### src/rtl/counters_sequencer_if.sv
// Command port of the counters sequencer: a valid/ready command carrying
// both limits and the round count, plus an out-of-band abort.
interface counters_sequencer_if #(
    parameter int WIDTH    = 8,
    parameter int ROUNDS_W = 4
);
    logic                cmd_valid;
    logic                cmd_ready;
    logic [WIDTH-1:0]    cmd_limit1;
    logic [WIDTH-1:0]    cmd_limit2;
    logic [ROUNDS_W-1:0] cmd_rounds;
    logic                abort;

    modport master (
        output cmd_valid,
        output cmd_limit1,
        output cmd_limit2,
        output cmd_rounds,
        output abort,
        input  cmd_ready
    );

    modport slave (
        input  cmd_valid,
        input  cmd_limit1,
        input  cmd_limit2,
        input  cmd_rounds,
        input  abort,
        output cmd_ready
    );
endinterface

### src/rtl/counters_sequencer.sv
// Runs counter 1 up to limit1, then counter 2 up to limit2, for a
// host-programmed number of rounds, then pulses done for one cycle.
module counters_sequencer #(
    parameter int WIDTH    = 8,
    parameter int ROUNDS_W = 4
) (
    input  logic                clk,
    input  logic                rst,
    counters_sequencer_if.slave cmd,
    output logic [WIDTH-1:0]    cnt1_out,
    output logic [WIDTH-1:0]    cnt2_out,
    output logic [ROUNDS_W-1:0] rounds_left,
    output logic [1:0]          phase,
    output logic                busy,
    output logic                done
);

    typedef enum logic [1:0] {
        IDLE = 2'd0,
        RUN1 = 2'd1,
        RUN2 = 2'd2,
        DONE = 2'd3
    } state_t;

    localparam logic [WIDTH-1:0]    CNT_ONE    = WIDTH'(1);
    localparam logic [ROUNDS_W-1:0] ROUNDS_ONE = ROUNDS_W'(1);

    state_t              state;
    state_t              state_nxt;
    logic [WIDTH-1:0]    limit1;
    logic [WIDTH-1:0]    limit2;
    logic [WIDTH-1:0]    limit1_nxt;
    logic [WIDTH-1:0]    limit2_nxt;
    logic [WIDTH-1:0]    cnt1_nxt;
    logic [WIDTH-1:0]    cnt2_nxt;
    logic [ROUNDS_W-1:0] rounds_nxt;
    logic                accept;

    assign accept        = cmd.cmd_valid && (state == IDLE);
    assign cmd.cmd_ready = (state == IDLE);
    assign phase         = state;
    assign busy          = (state != IDLE);
    assign done          = (state == DONE);

    always_ff @(posedge clk or posedge rst) begin
        if (rst) begin
            state       <= IDLE;
            cnt1_out    <= '0;
            cnt2_out    <= '0;
            rounds_left <= '0;
            limit1      <= '0;
            limit2      <= '0;
        end else begin
            state       <= state_nxt;
            cnt1_out    <= cnt1_nxt;
            cnt2_out    <= cnt2_nxt;
            rounds_left <= rounds_nxt;
            limit1      <= limit1_nxt;
            limit2      <= limit2_nxt;
        end
    end

    // Abort outranks everything outside IDLE; inside IDLE it is ignored so an
    // accept on the same edge still goes through.
    always_comb begin
        state_nxt  = state;
        cnt1_nxt   = cnt1_out;
        cnt2_nxt   = cnt2_out;
        rounds_nxt = rounds_left;
        limit1_nxt = limit1;
        limit2_nxt = limit2;
        unique case (state)
            IDLE: begin
                if (accept) begin
                    limit1_nxt = cmd.cmd_limit1;
                    limit2_nxt = cmd.cmd_limit2;
                    rounds_nxt = cmd.cmd_rounds;
                    cnt1_nxt   = '0;
                    cnt2_nxt   = '0;
                    state_nxt  = (cmd.cmd_rounds == '0) ? DONE : RUN1;
                end
            end
            RUN1: begin
                if (cmd.abort) begin
                    state_nxt = IDLE;
                end else if (cnt1_out == limit1) begin
                    state_nxt = RUN2;
                end else begin
                    cnt1_nxt = cnt1_out + CNT_ONE;
                end
            end
            RUN2: begin
                if (cmd.abort) begin
                    state_nxt = IDLE;
                end else if (cnt2_out == limit2) begin
                    rounds_nxt = rounds_left - ROUNDS_ONE;
                    if (rounds_left == ROUNDS_ONE) begin
                        state_nxt = DONE;
                    end else begin
                        state_nxt = RUN1;
                        cnt1_nxt  = '0;
                        cnt2_nxt  = '0;
                    end
                end else begin
                    cnt2_nxt = cnt2_out + CNT_ONE;
                end
            end
            DONE: begin
                state_nxt = IDLE;
            end
            default: begin
                state_nxt = IDLE;
            end
        endcase
    end

endmodule

### src/flat_wrapper.sv
// flat-port wrapper written by rule: the top's interface ports become plain ports
module counters_sequencer_flat 
#(
    parameter int WIDTH    = 8,
    parameter int ROUNDS_W = 4
)
  (clk, rst, cnt1_out, cnt2_out, rounds_left, phase, busy, done, cmd_cmd_valid, cmd_cmd_limit1, cmd_cmd_limit2, cmd_cmd_rounds, cmd_abort, cmd_cmd_ready);
  counters_sequencer_if #(.WIDTH(WIDTH), .ROUNDS_W(ROUNDS_W)) cmd_i ();
  input  logic clk;
  input  logic rst;
  output logic [WIDTH-1:0] cnt1_out;
  output logic [WIDTH-1:0] cnt2_out;
  output logic [ROUNDS_W-1:0] rounds_left;
  output logic [1:0] phase;
  output logic busy;
  output logic done;
  input wire logic [$bits(cmd_i.cmd_valid)-1:0] cmd_cmd_valid;
  input wire logic [$bits(cmd_i.cmd_limit1)-1:0] cmd_cmd_limit1;
  input wire logic [$bits(cmd_i.cmd_limit2)-1:0] cmd_cmd_limit2;
  input wire logic [$bits(cmd_i.cmd_rounds)-1:0] cmd_cmd_rounds;
  input wire logic [$bits(cmd_i.abort)-1:0] cmd_abort;
  output wire logic [$bits(cmd_i.cmd_ready)-1:0] cmd_cmd_ready;
  assign cmd_i.cmd_valid = cmd_cmd_valid;
  assign cmd_i.cmd_limit1 = cmd_cmd_limit1;
  assign cmd_i.cmd_limit2 = cmd_cmd_limit2;
  assign cmd_i.cmd_rounds = cmd_cmd_rounds;
  assign cmd_i.abort = cmd_abort;
  assign cmd_cmd_ready = cmd_i.cmd_ready;
  counters_sequencer #(.WIDTH(WIDTH), .ROUNDS_W(ROUNDS_W)) u_core (.clk(clk), .rst(rst), .cmd(cmd_i), .cnt1_out(cnt1_out), .cnt2_out(cnt2_out), .rounds_left(rounds_left), .phase(phase), .busy(busy), .done(done));
endmodule
### config.mk
export PLATFORM = sky130hd
export DESIGN_NAME = counters_sequencer_flat
export DESIGN_NICKNAME = d
export VERILOG_FILES = /design/src/rtl/counters_sequencer_if.sv /design/src/rtl/counters_sequencer.sv /design/src/flat_wrapper.sv
export SDC_FILE = /design/constraint.sdc
export NUM_CORES = 1
export LEC_CHECK = 0
export BUFFER_PORTS_ARGS = -buffer_cell sky130_fd_sc_hd__buf_2
export CAP_MARGIN = 20
export CELL_PAD_IN_SITES_DETAIL_PLACEMENT = 1
export CELL_PAD_IN_SITES_GLOBAL_PLACEMENT = 2
export CORE_MARGIN = 3
export CORE_UTILIZATION = 36
export CTS_CLUSTER_SIZE = 16
export DETAILED_ROUTE_END_ITERATION = 6
export GPL_TIMING_DRIVEN = 0
export PLACE_DENSITY = 0.91
export RECOVER_POWER = 25
export SYNTH_ARGS = -nofsm -noshare
export SYNTH_HDL_FRONTEND = slang
export SYNTH_SLANG_ARGS = --single-unit
### constraint.sdc
create_clock -name clk -period 4.2 [get_ports clk]
set_input_delay 0.63 -clock clk [delete_from_list [all_inputs] [get_ports clk]]
set_output_delay 0.63 -clock clk [all_outputs]
set_load 0.01 [all_outputs]
# Word-level counts from Yosys, hierarchy flattened
# Index checks and enable logic that the tools add are counted.
# Widths: inputs -> output; s select.
# classes
n_addsub,3
eq_ne,15
n_mux,22
n_reduce_logical,11
# op_table
operator,count
$mux 8,8
$pmux 8 s3,1
$add 8x1->8 const B,2
$eq 8x8->1,2
$pmux 8 s2,1
$mux 2,7
$mux 4,3
$ne 2x2->1 const B,4
$pmux 2 s4,1
$pmux 4 s2,1
$reduce_and 4->1,2
$reduce_and 7->1,1
$ne 3x2->1 const B,2
$eq 2x2->1 const B,2
$eq 4x1->1 const B,1
$logic_not 4->1,1
$ne 2x1->1 const B,2
$reduce_bool 2->1,2
$sub 4x1->4 const B,1
$ne 3x3->1 const B,1
$reduce_and 3->1,1
$reduce_bool 3->1,1
$eq 2x1->1 const B,1
$logic_not 2->1,1
2 further kinds,2
# totals
reg_bits,38
inputBits,24
out_inout_bits,25
word_cells,57

# Longest topological paths before layout
# Gate-level depths: netlist of the first run.
# depth
word_depth,5
depth_mapped,6
ltp_nobuf,6

# Worst setup path after synthesis of the first run
# No wires, ideal clock.
# synth_timing
kind,reg-to-reg
start,register u_core.state[1] (netlist: u_core.phase[1])
end,register u_core.limit1[0]
setup_ns,0.125
arrival_time_ns,1.724
required_ns,4.075
slack_ns,2.351
stages_incl_launch_ff,7
n_path_buf,2
period_less_slack_ns,1.849
cell_sequence,dfrtp_1 or2_2 inv_1 and2_1 buf_2 buf_2 mux2_2
# synth_between
elab_chain_len,3
# synth_lines
element,line_no,source
from (decl),counters_sequencer.sv:28,state_t state;
from (signal assigned),counters_sequencer.sv:54,state <= state_nxt;
$logic_not 2->1 *,-,
named net cmd_cmd_ready,flat_wrapper.sv:22,output wire logic [$bits(cmd_i.cmd_ready)-1:0] cmd_cmd_ready;
$logic_and 1x1->1,counters_sequencer.sv:39,assign accept = cmd.cmd_valid && (state == IDLE);
$reduce_and 2->1 (no line) *,-,
to (signal assigned),counters_sequencer.sv:58,limit1 <= limit1_nxt;
to (decl),counters_sequencer.sv:30,logic [WIDTH-1:0] limit1;
# Mark *: on every way through the listed nets, which the timed path passes. The rest lies on a longest branch.
# A chain may end at the register's enable or synchronous reset.

# Final worst setup path of the first run
# layout_timing
start,register u_core.cnt1_out[5]
end,register u_core.cnt1_out[7]
# layout_between
elab_chain_len,4
word_cells_on_any_way,7
cone_classes,1 x add/sub; 2 x eq/ne; 3 x mux; 1 x reduce/logical
# layout_lines
element,line_no,source
from (decl),counters_sequencer.sv:10,"output logic [WIDTH-1:0] cnt1_out,"
from (signal assigned),counters_sequencer.sv:55,cnt1_out <= cnt1_nxt;
$add 8x1->8,counters_sequencer.sv:89,cnt1_nxt = cnt1_out + CNT_ONE;
$mux 8,counters_sequencer.sv:86,end else if (cnt1_out == limit1) begin
$mux 8,counters_sequencer.sv:84,if (cmd.abort) begin
$pmux 8 s3,counters_sequencer.sv:72,unique case (state)
# Parallel ways exist; a longest one is shown, timed or not. The select of a mux whose other input is x is not followed.

==> results of run 1 <==
-- area by class of cell --
class	instances	area, um^2
buffer	6	33.78
clock inverter	3	45.04
fill	656	3044
multi-input combinational	159	1139
clock buffer	5	68.82
timing repair buffer	48	240.2
sequential	38	950.9
inverter	8	30.03
tap	72	90.09
-- cells by family after synthesis --
family          count (synthesis)  synth area share
xor+xnor                       16           0.06508
compound gates                 49            0.1679
fa+ha+maj                       4           0.02324
buf+inv                        14           0.02963
mux                            18           0.09355
flops                          38            0.4416
simple gates                   72            0.1790
-- metrics by stage --
step / setup WS [ns] / cells / util
2_1_floorplan: 2.351 / 211 / -
3_3_place_gp: 2.115 / 331 / 0.4402
3_5_place_dp: 2.150 / 331 / 0.4402
4_1_cts: 2.165 / 339 / 0.4604
5_1_grt: 2.065 / 339 / 0.4604
6_report: 2.152 / 339 / 0.4604
-- critical path, stage by stage, from the launching register on --
cell and delay (ns):
dfrtp_1 0.47, xor2_1 0.17, nor4_1 0.47, a21oi_1 0.33
and4_1 0.24, a221o_1 0.25
-- sequential cells by signal, summed over array words and instances (netlist names) --
signal              flops
u_core.cnt1_out         8
u_core.limit1           8
u_core.rounds_left      4
u_core.phase            2
u_core.cnt2_out         8
u_core.limit2           8
-- report_power, final --
group	leakage [uW]	internal, uW	switching (uW)
Clock	0.0000504	177	147
Sequential	0.000480	489	117
Combinational	0.000727	307	352
Total	0.00126	972	616
-- metal layers --
metal | part of all wire | up-vias | routed length [um] | track usage
met5 | 0 | - | 0 | 0
met4 | 0.0086 | 0 | 48 | 0.04458
met3 | 0.039 | 4 | 219 | 0.02579
met2 | 0.48 | 40 | 2682 | 0.2668
met1 | 0.47 | 898 | 2618 | 0.2171
li1 | - | 874 | - | -
-- placed cells by master (no fill, tap or decap), types with 5 or more instances in the layout --
cell type,netlist,routed
inv_1,8,8
o21ai_0,8,8
buf_2,3,51
a22o_1,5,5
nand2_1,14,14
xnor2_1,8,8
dfrtp_1,38,38
nand3_1,14,14
xor2_1,8,8
a21oi_1,6,6
clkbuf_8,0,5
a21o_1,7,7
mux2_2,17,17
nor2_1,14,14
nor4_1,5,5
-- path summary, 6_finish.rpt --
kind | endpoint | slack [ns] | from
setup / recovery | u_core.cnt1_out[7] | 2.15 | u_core.cnt1_out[5]
hold / removal | u_core.limit2[2] | 0.54 | u_core.limit2[2]
setup reg to reg | u_core.cnt1_out[7] | 2.15 | u_core.cnt1_out[5]
hold reg to reg | u_core.limit2[2] | 0.54 | u_core.limit2[2]
max in group asynchronous | u_core.cnt2_out[7] | 2.54 | rst
min in group asynchronous | u_core.limit1[2] | 0.77 | rst
==> results_dict.tcl, run 1 <==
set metrics [dict create \
    wl_per_cell_um 16.43 \
    grt_pass1_vias 1823 \
    layout.nets 294 \
    maxCapViolations 1 \
    yosysTopAreaCellShare 0.4416 \
    yosysWarnings 0 \
    synth_edf_count 0 \
    drc_errors 0 \
    holdBufCountCts 0 \
    design_area_um2 2597 \
    grt_pass1_wl_um 9108 \
    ys_seq_area_frac 0.4416 \
    clk_pin_slew_ns 0.08 \
    clock_skew_ns 0.01132 \
    rows 27 \
    worst_ep_arrival_time_ns 2.23 \
    ir_worst_vdd_mv 0.2813 \
    area_growth_pct 20.63 \
    drt_wl_total_um 5570 \
    violations "max-capacitance violations, max-slew violations" \
    synth_common_cells "dfrtp_1 (38), mux2_2 (17), nand2_1 (14), nand3_1 (14), nor2_1 (14)" \
    place_area_um2 2484 \
    p_leak_uw 0.001258 \
    htree_num_levels 2 \
    initial_core_util 0.3817 \
    cts-resized-gates 0 \
    rsz0062_at_grt "no" \
    path_max_fanout 9 \
    place_hpwl_um 4205 \
    drt_pass1_iterations 4 \
    setup-tns-final_ns 0 \
    yosys.area.top_type "dfrtp_1" \
    syn_avg_cell_area_um2 10.21 \
    layout-drive-gt1-share 0.3258 \
    diodes 0 \
    worst_slew_pin_slew_ns 1.500 \
    status "finished with violations" \
    period_needed_ns 2.048 \
    clock_sinks 38 \
    fmax_mhz 488.3 \
    via_count 1816 \
    async_reset_ff_frac 1.000 \
    path_class "flip-flop to flip-flop" \
    required_ns 4.38 \
    syn_inst 211 \
    whs_ns 0.5361 \
    insertion_delay_ns 0.30 \
    core_area_um2 5642 \
    synthTopCellsByArea "dfrtp_1 (44%), mux2_2 (8.9%), nand3_1 (3.3%)" \
    die-height_um 83.34 \
    vias_per_cell 5.357 \
    period_share 0.4876 \
    setup_viol 0 \
    post_cts_buffers 0 \
    synthMostInstantiatedCell "dfrtp_1" \
    grt-ovfl-total 0 \
    cts_tree "built" \
    powerDensity_nw_per_um2 611.6 \
    design.die.area_um2 6946 \
    synth_area_um2 2153 \
    reg2reg_depth 5 \
    io_pins 49 \
    ys.flop_type "dfrtp_1" \
    grt_max_degree 39 \
    die_w_um 83.34 \
    start_kind "flip-flop" \
    antenna_left 0 \
    synth_fp_nets 239 \
    dr.first_iter.drc_count 86 \
    hold_class "flip-flop to flip-flop" \
    routabilityCongestion 0.7957 \
    drv_slew 14 \
    yosysUniqueCellTypes 46 \
    crit_path_end_kind "flip-flop" \
    grtUsageTotal 0.1610 \
    p_total_uw 1589 \
    clock_path_buffers 2 \
    finalHoldViolCount 0 \
    cts-root-buf "clkbuf_8" \
    antenna_found_initial 0 \
    max_slew_margin -0.0008599 \
    portBuffers 48 \
    whs_path_depth 1 \
    tritoncts.num_buffers 5 \
    ys_ff_latch 38 \
]
(Power assumes the default switching activity.)
==> run 2: changes to the inputs <==
- ABC_AREA: default -> 1
- CORE_UTILIZATION: 36 -> 31
- PLACE_DENSITY: 0.91 -> 0.85
- clock period: 4.2 -> 2.12 ns (I/O delays scaled with it)
==> run 2 against run 1 <==
Against the previous run: the flow still finishes with violations (max-capacitance violations, max-slew violations); sequential power is 95% higher; critical path type unchanged; critical endpoint is now u_core.rounds_left[0]; count of clock-buffer cells in the layout is 1 higher; final area is 1.6% higher; global-route usage is 1.9 points lower; final cell count is 22% higher; worst setup slack worse by 1.7 ns; first-iteration DRC count is 24% lower; via count is 2.4% higher; routed wire length is 2.1% lower; sequential cell count stayed put; total power is 91% higher; clock power is 66% higher.
==> results_dict.tcl, run 2 <==
set metrics [dict create \
    dp_slack_ns 0.4759 \
    grt_max_degree 39 \
    crit_path_top_delay_cell "dfrtp_1" \
    layout.nets 349 \
    crit_path_end_kind "flip-flop" \
    clk_pin_slew_ns 0.08 \
    synthTopCellsByArea "dfrtp_1 (43%), nand2_1 (15%), mux2_2 (5.7%)" \
    clock_sinks 38 \
    hold_class "primary input to flip-flop" \
    worst_slew_pin_slew_ns 1.501 \
    grt_pass1_wl_um 9535 \
    ys.flop_type "dfrtp_1" \
    rows 29 \
    cts_tree "built" \
    fin_util 0.3998 \
    rr_startpoint "u_core.cnt2_out[5]" \
    io_pins 49 \
    insertion_delay_ns 0.30 \
    initial_core_util 0.3314 \
    tritoncts.num_buffers 5 \
    timing.final.ws_setup_ns 0.4887 \
    slowest_delay_ns 0.45 \
    mostFrequentLayoutCells "nand2_1 (86), buf_2 (49), dfrtp_1 (38)" \
    vias_per_cell 4.480 \
    maxCapViolations 1 \
    rsz0062_at_grt "no" \
    yosys.area.top_type "dfrtp_1" \
    dr.first_iter.drc_count 65 \
    portBuffers 48 \
    startpoint "u_core.cnt2_out[5]" \
    drv_slew 39 \
    syn_inst 266 \
    setup-tns-final_ns 0 \
    drt_wl_total_um 5452 \
    ir_worst_vdd_mv 0.3793 \
    grtUsageTotal 0.1417 \
    p_total_uw 3034 \
    via_count 1859 \
    yosysTopAreaCellShare 0.4345 \
    ys_seq_area_frac 0.4345 \
    period_needed_ns 1.631 \
    synth_common_cells "nand2_1 (86), dfrtp_1 (38), inv_1 (25)" \
    yosysWarnings 0 \
    antenna_left 0 \
    cts-root-buf "clkbuf_8" \
    async_reset_ff_frac 1.000 \
    layout-drive-gt1-share 0.2671 \
    p_leak_uw 0.001364 \
    syn_avg_cell_area_um2 8.227 \
    violations "max-capacitance violations, max-slew violations" \
    path_class "flip-flop to flip-flop" \
    synth_edf_count 0 \
    clock_skew_ns 0.008926 \
    max_slew_margin -0.001713 \
    htree_num_levels 2 \
    worst_ep_arrival_time_ns 1.81 \
    holdBufCountCts 0 \
    status "finished with violations" \
    hp-start "cmd_cmd_limit1[1]" \
    finalHoldViolCount 0 \
    drc_errors 0 \
    design.die.area_um2 8104 \
    powerDensity_nw_per_um2 1149 \
    routabilityCongestion 0.7213 \
    fmax_mhz 613.0 \
    yosysUniqueCellTypes 34 \
    n_fill_cell 860 \
    grt_pass1_vias 1978 \
    period_share 0.7695 \
    post_cts_buffers 0 \
    critical_path_buf_inv_count 1 \
    antenna_found_initial 0 \
    area_growth_pct 20.64 \
    drt_pass1_iterations 4 \
    diodes 0 \
    crit_top_cell "nand2_1" \
    synthMostInstantiatedCell "nand2_1" \
    synth_area_um2 2188 \
    clock_path_buffers 2 \
    required_ns 2.30 \
    die-height_um 90.02 \
    start_kind "flip-flop" \
    place_hpwl_um 4165 \
    crit_chain "inv_1, nand2_1, nand2_1, nand2_2, nor2_4, nand2_4, nand2_1, nand2_1, nor2_1, a21oi_1" \
    grt-ovfl-total 0 \
    wl_per_cell_um 13.14 \
    setup_viol 0 \
    path_max_fanout 9 \
    path_delay_family "simple AND/OR/NAND/NOR gates" \
    cts-resized-gates 0 \
    ys_ff_latch 38 \
    final_common_cell "nand2_1" \
    core_area_um2 6604 \
    synth_fp_nets 294 \
    die_w_um 90.02 \
]
-- run 2: cell types whose count changed after synthesis, moves of 4 or more --
cell / change
inv_1: +17
nand4_1: +6
nor2_1: +5
nand2b_1: -4
nor4_1: -4
nand2_1: +72
xor2_1: -5
mux2_2: -6
and2_1: -4
a21o_1: -7
a22o_1: -5
xnor2_1: +5
-- run 2: cells by family after synthesis --
family,after synthesis,synth area share
DFF,38,0.4345
xor gates and xnor gates,16,0.06404
and+or+nand+nor,143,0.2939
buffers and inverters,31,0.06117
adders and majority gates,4,0.02287
muxes,11,0.05660
AOI/OAI and AO/OA,23,0.06690
-- run 2: stage by stage --
| stage | instances | hold WS [ns] | cell area [um^2] |
|---|---|---|---|
| after floorplan | 266 | 0.4684 | 2188 |
| after global placement | 407 | 0.4903 | 2545 |
| after detailed placement | 407 | 0.5069 | 2545 |
| after CTS | 415 | 0.2115 | 2640 |
| after global routing | 415 | 0.2343 | 2640 |
| final | 415 | 0.2505 | 2640 |
-- run 2: power by group --
part / switching, uW / internal (uW) / leakage (uW) / total [uW]
combinational: 759 / 558 / 0.000838 / 1320
sequential: 216 / 964 / 0.000479 / 1180
clock: 276 / 262 / 0.0000472 / 538
-- run 2: worst paths after layout --
path                                         end  slack (ns)  cells after the start
max reg2reg                u_core.rounds_left[0]        0.49                     10
max in group asynchronous       u_core.limit2[5]        0.78                      2
min                             u_core.limit1[1]        0.25                      2
max                        u_core.rounds_left[0]        0.49                     10
min reg2reg                u_core.rounds_left[1]        0.52                      2
min in group asynchronous     u_core.cnt1_out[0]        0.46                      2
-- run 2: cell type report --
cell class	count	area (um^2)	area share
Clock buffer	6	82.58	0.03128
Tap cell	93	116.4	0.04408
Timing Repair Buffer	48	240.2	0.09100
Inverter	27	101.3	0.03839
Multi-Input combinational cell	197	1104	0.4180
Sequential cell	38	950.9	0.3602
Buffer	4	32.53	0.01232
Clock inverter	2	12.51	0.004739
-- run 2: layer usage --
metal / part of all wire / track usage / vias to the layer above
met5: 0 / 0 / -
met4: 0.013 / 0.04209 / 0
met3: 0.040 / 0.03673 / 7
met2: 0.48 / 0.2327 / 31
met1: 0.47 / 0.1833 / 866
li1: - / - / 955
==> run 3: changes to the inputs <==
- CORE_UTILIZATION: 31 -> 28
- PLACE_DENSITY: 0.85 -> 0.81
- clock period: 2.12 -> 1.4 ns (I/O delays scaled with it)
==> run 3 against run 2 <==
Against the previous run: the run ends with negative setup slack left; sequential cell count stayed put; combinational power is 82% higher; via count is 7.3% higher; critical endpoint is now u_core.cnt2_out[2]; largest power group unchanged.
==> results_dict.tcl, run 3 (synthesis results as in run 2) <==
set metrics [dict create \
    start_kind "flip-flop" \
    p_leak_uw 0.001495 \
    multi_input_area_um2 1220 \
    r2r_slack_ns -0.10 \
    cts_tree "built" \
    dr.first_iter.drc_count 38 \
    insertion_delay_ns 0.29 \
    rows 31 \
    max_slew_margin 0.4574 \
    maxCapViolations 0 \
    rr_startpoint "u_core.cnt2_out[4]" \
    design.die.area_um2 8912 \
    period_needed_ns 1.500 \
    drc_errors 0 \
    grtUsageMet3 0.02550 \
    layout.nets 368 \
    routabilityCongestion 0.7477 \
    initial_core_util 0.2954 \
    fin_util 0.4021 \
    clock_skew_ns 0.004123 \
    diodes 0 \
    n_fill_cell 912 \
    rsz0062_at_grt "yes" \
    reg2reg_depth 10 \
    mostFrequentLayoutCells "nand2_1 (63), buf_2 (49), dfrtp_1 (23)" \
    grtUsageMet2 0.2364 \
    area_growth_pct 36.14 \
    fmax_mhz 666.5 \
    final_common_cell "nand2_1" \
    timing.final.ws_setup_ns -0.1004 \
    path_class "flip-flop to flip-flop" \
    setup_viol 20 \
    antenna_found_initial 0 \
    io_pins 49 \
    period_share 1.072 \
    crit_path_end_kind "flip-flop" \
    htree_num_levels 2 \
    whs_ns 0.06756 \
    drt_wl_total_um 5923 \
    worst_ep_arrival_time_ns 1.73 \
    cts-root-buf "clkbuf_8" \
    ir_worst_vdd_mv 0.6277 \
    wl_per_cell_um 13.46 \
    layout-drive-gt1-share 0.4575 \
    use_met1 0.1869 \
    grt_pass1_vias 2012 \
    grt_busiest_layer "met2" \
    seq_area_um2 969.7 \
    portBuffers 48 \
    clock_path_buffers 2 \
    via_count 1995 \
    path_max_fanout 7 \
    hold_class "primary input to async pin" \
    drt_pass1_iterations 4 \
    holdBufCountCts 0 \
    vias_per_cell 4.534 \
    die-height_um 94.41 \
    status "finished with violations" \
    antenna_left 0 \
    r2r-end "u_core.cnt2_out[2]" \
    clk_pin_slew_ns 0.08 \
    grt-ovfl-total 0 \
    grtUsageTotal 0.1412 \
    grt_max_degree 39 \
    finalHoldViolCount 0 \
    clock_sinks 38 \
    powerDensity_nw_per_um2 1803 \
    worst_slew_pin_slew_ns 0.8127 \
    drv_slew 0 \
    grt_pass1_wl_um 9901 \
    place_hpwl_um 4182 \
    required_ns 1.63 \
    core_area_um2 7408 \
    die_w_um 94.41 \
    violations "negative setup slack" \
    tritoncts.num_buffers 5 \
]
[run 3: cell types whose count changed in the layout (fill, tap and decap cells not counted), moves of 3 or more]
cell / delta
dfrtp_1: -15
inv_2: +5
dfrtp_2: +15
buf_4: +18
nand2_4: +3
nand2_1: -23
inv_1: -5
nand2_2: +20
[run 3: timing repair]
action	4_1_cts	5_1_grt
endpoints found under the hold margin	0	0
resized for setup	21	33
setup endpoints to repair	37	37
pin swaps	10	8
setup buffers	15	3
cloned	1	0
[run 3: through the flow]
stage	setup slack, ns	total power [uW]	TNS, ns	std cells	cell area (um^2)
after floorplan	0.0001319	3271	0	266	2201
after global placement	-0.4583	3803	-17.10	413	2565
after detailed placement	-0.1952	3871	-4.343	413	2565
after CTS	-0.07788	5301	-1.034	437	2873
after global routing	-0.2193	5818	-3.912	440	2979
final	-0.1004	5370	-1.423	440	2979
[run 3: layout make-up]
type,instances,area share
Multi-Input combinational cell,197,0.4095
Tap cell,99,0.04158
Sequential cell,38,0.3255
Clock buffer,5,0.02310
Inverter,27,0.03402
Buffer,4,0.01344
Timing Repair Buffer,67,0.1298
Clock inverter,3,0.02310
[run 3: how the worst max path moves through the flow]
stage | start | to | slack, ns
2_1_floorplan | u_core.cnt2_out[4] | u_core.cnt1_out[2] | 0.0001
3_3_place_gp | rst | u_core.cnt2_out[6] | -0.46
3_5_place_dp | u_core.cnt2_out[4] | u_core.cnt1_out[4] | -0.20
4_1_cts | u_core.cnt2_out[6] | u_core.cnt1_out[6] | -0.08
5_1_grt | u_core.cnt2_out[4] | u_core.cnt2_out[3] | -0.22
6_report | u_core.cnt2_out[4] | u_core.cnt2_out[2] | -0.10
[run 3: critical path, stage by stage (launching register included)]
cell and delay (ns):
dfrtp_2 0.47, inv_2 0.08, nand2_2 0.05, nand2_2 0.06
nand2_2 0.07, nor2_4 0.13, nand2_4 0.09, o21ai_4 0.20
buf_6 0.17, nand2_2 0.06, o21ai_2 0.05
[run 3: routing by layer]
layer  vias to the layer above  wire length, um
li1                        996                -
met1                       963             2818
met2                        31             2861
met3                         5              197
met4                         0               46
met5                         -                0
[run 3: report_power, final]
group | switching [uW] | internal [uW]
combinational | 1330 | 1070
clock | 439 | 715
sequential | 346 | 1470
total | 2110 | 3260
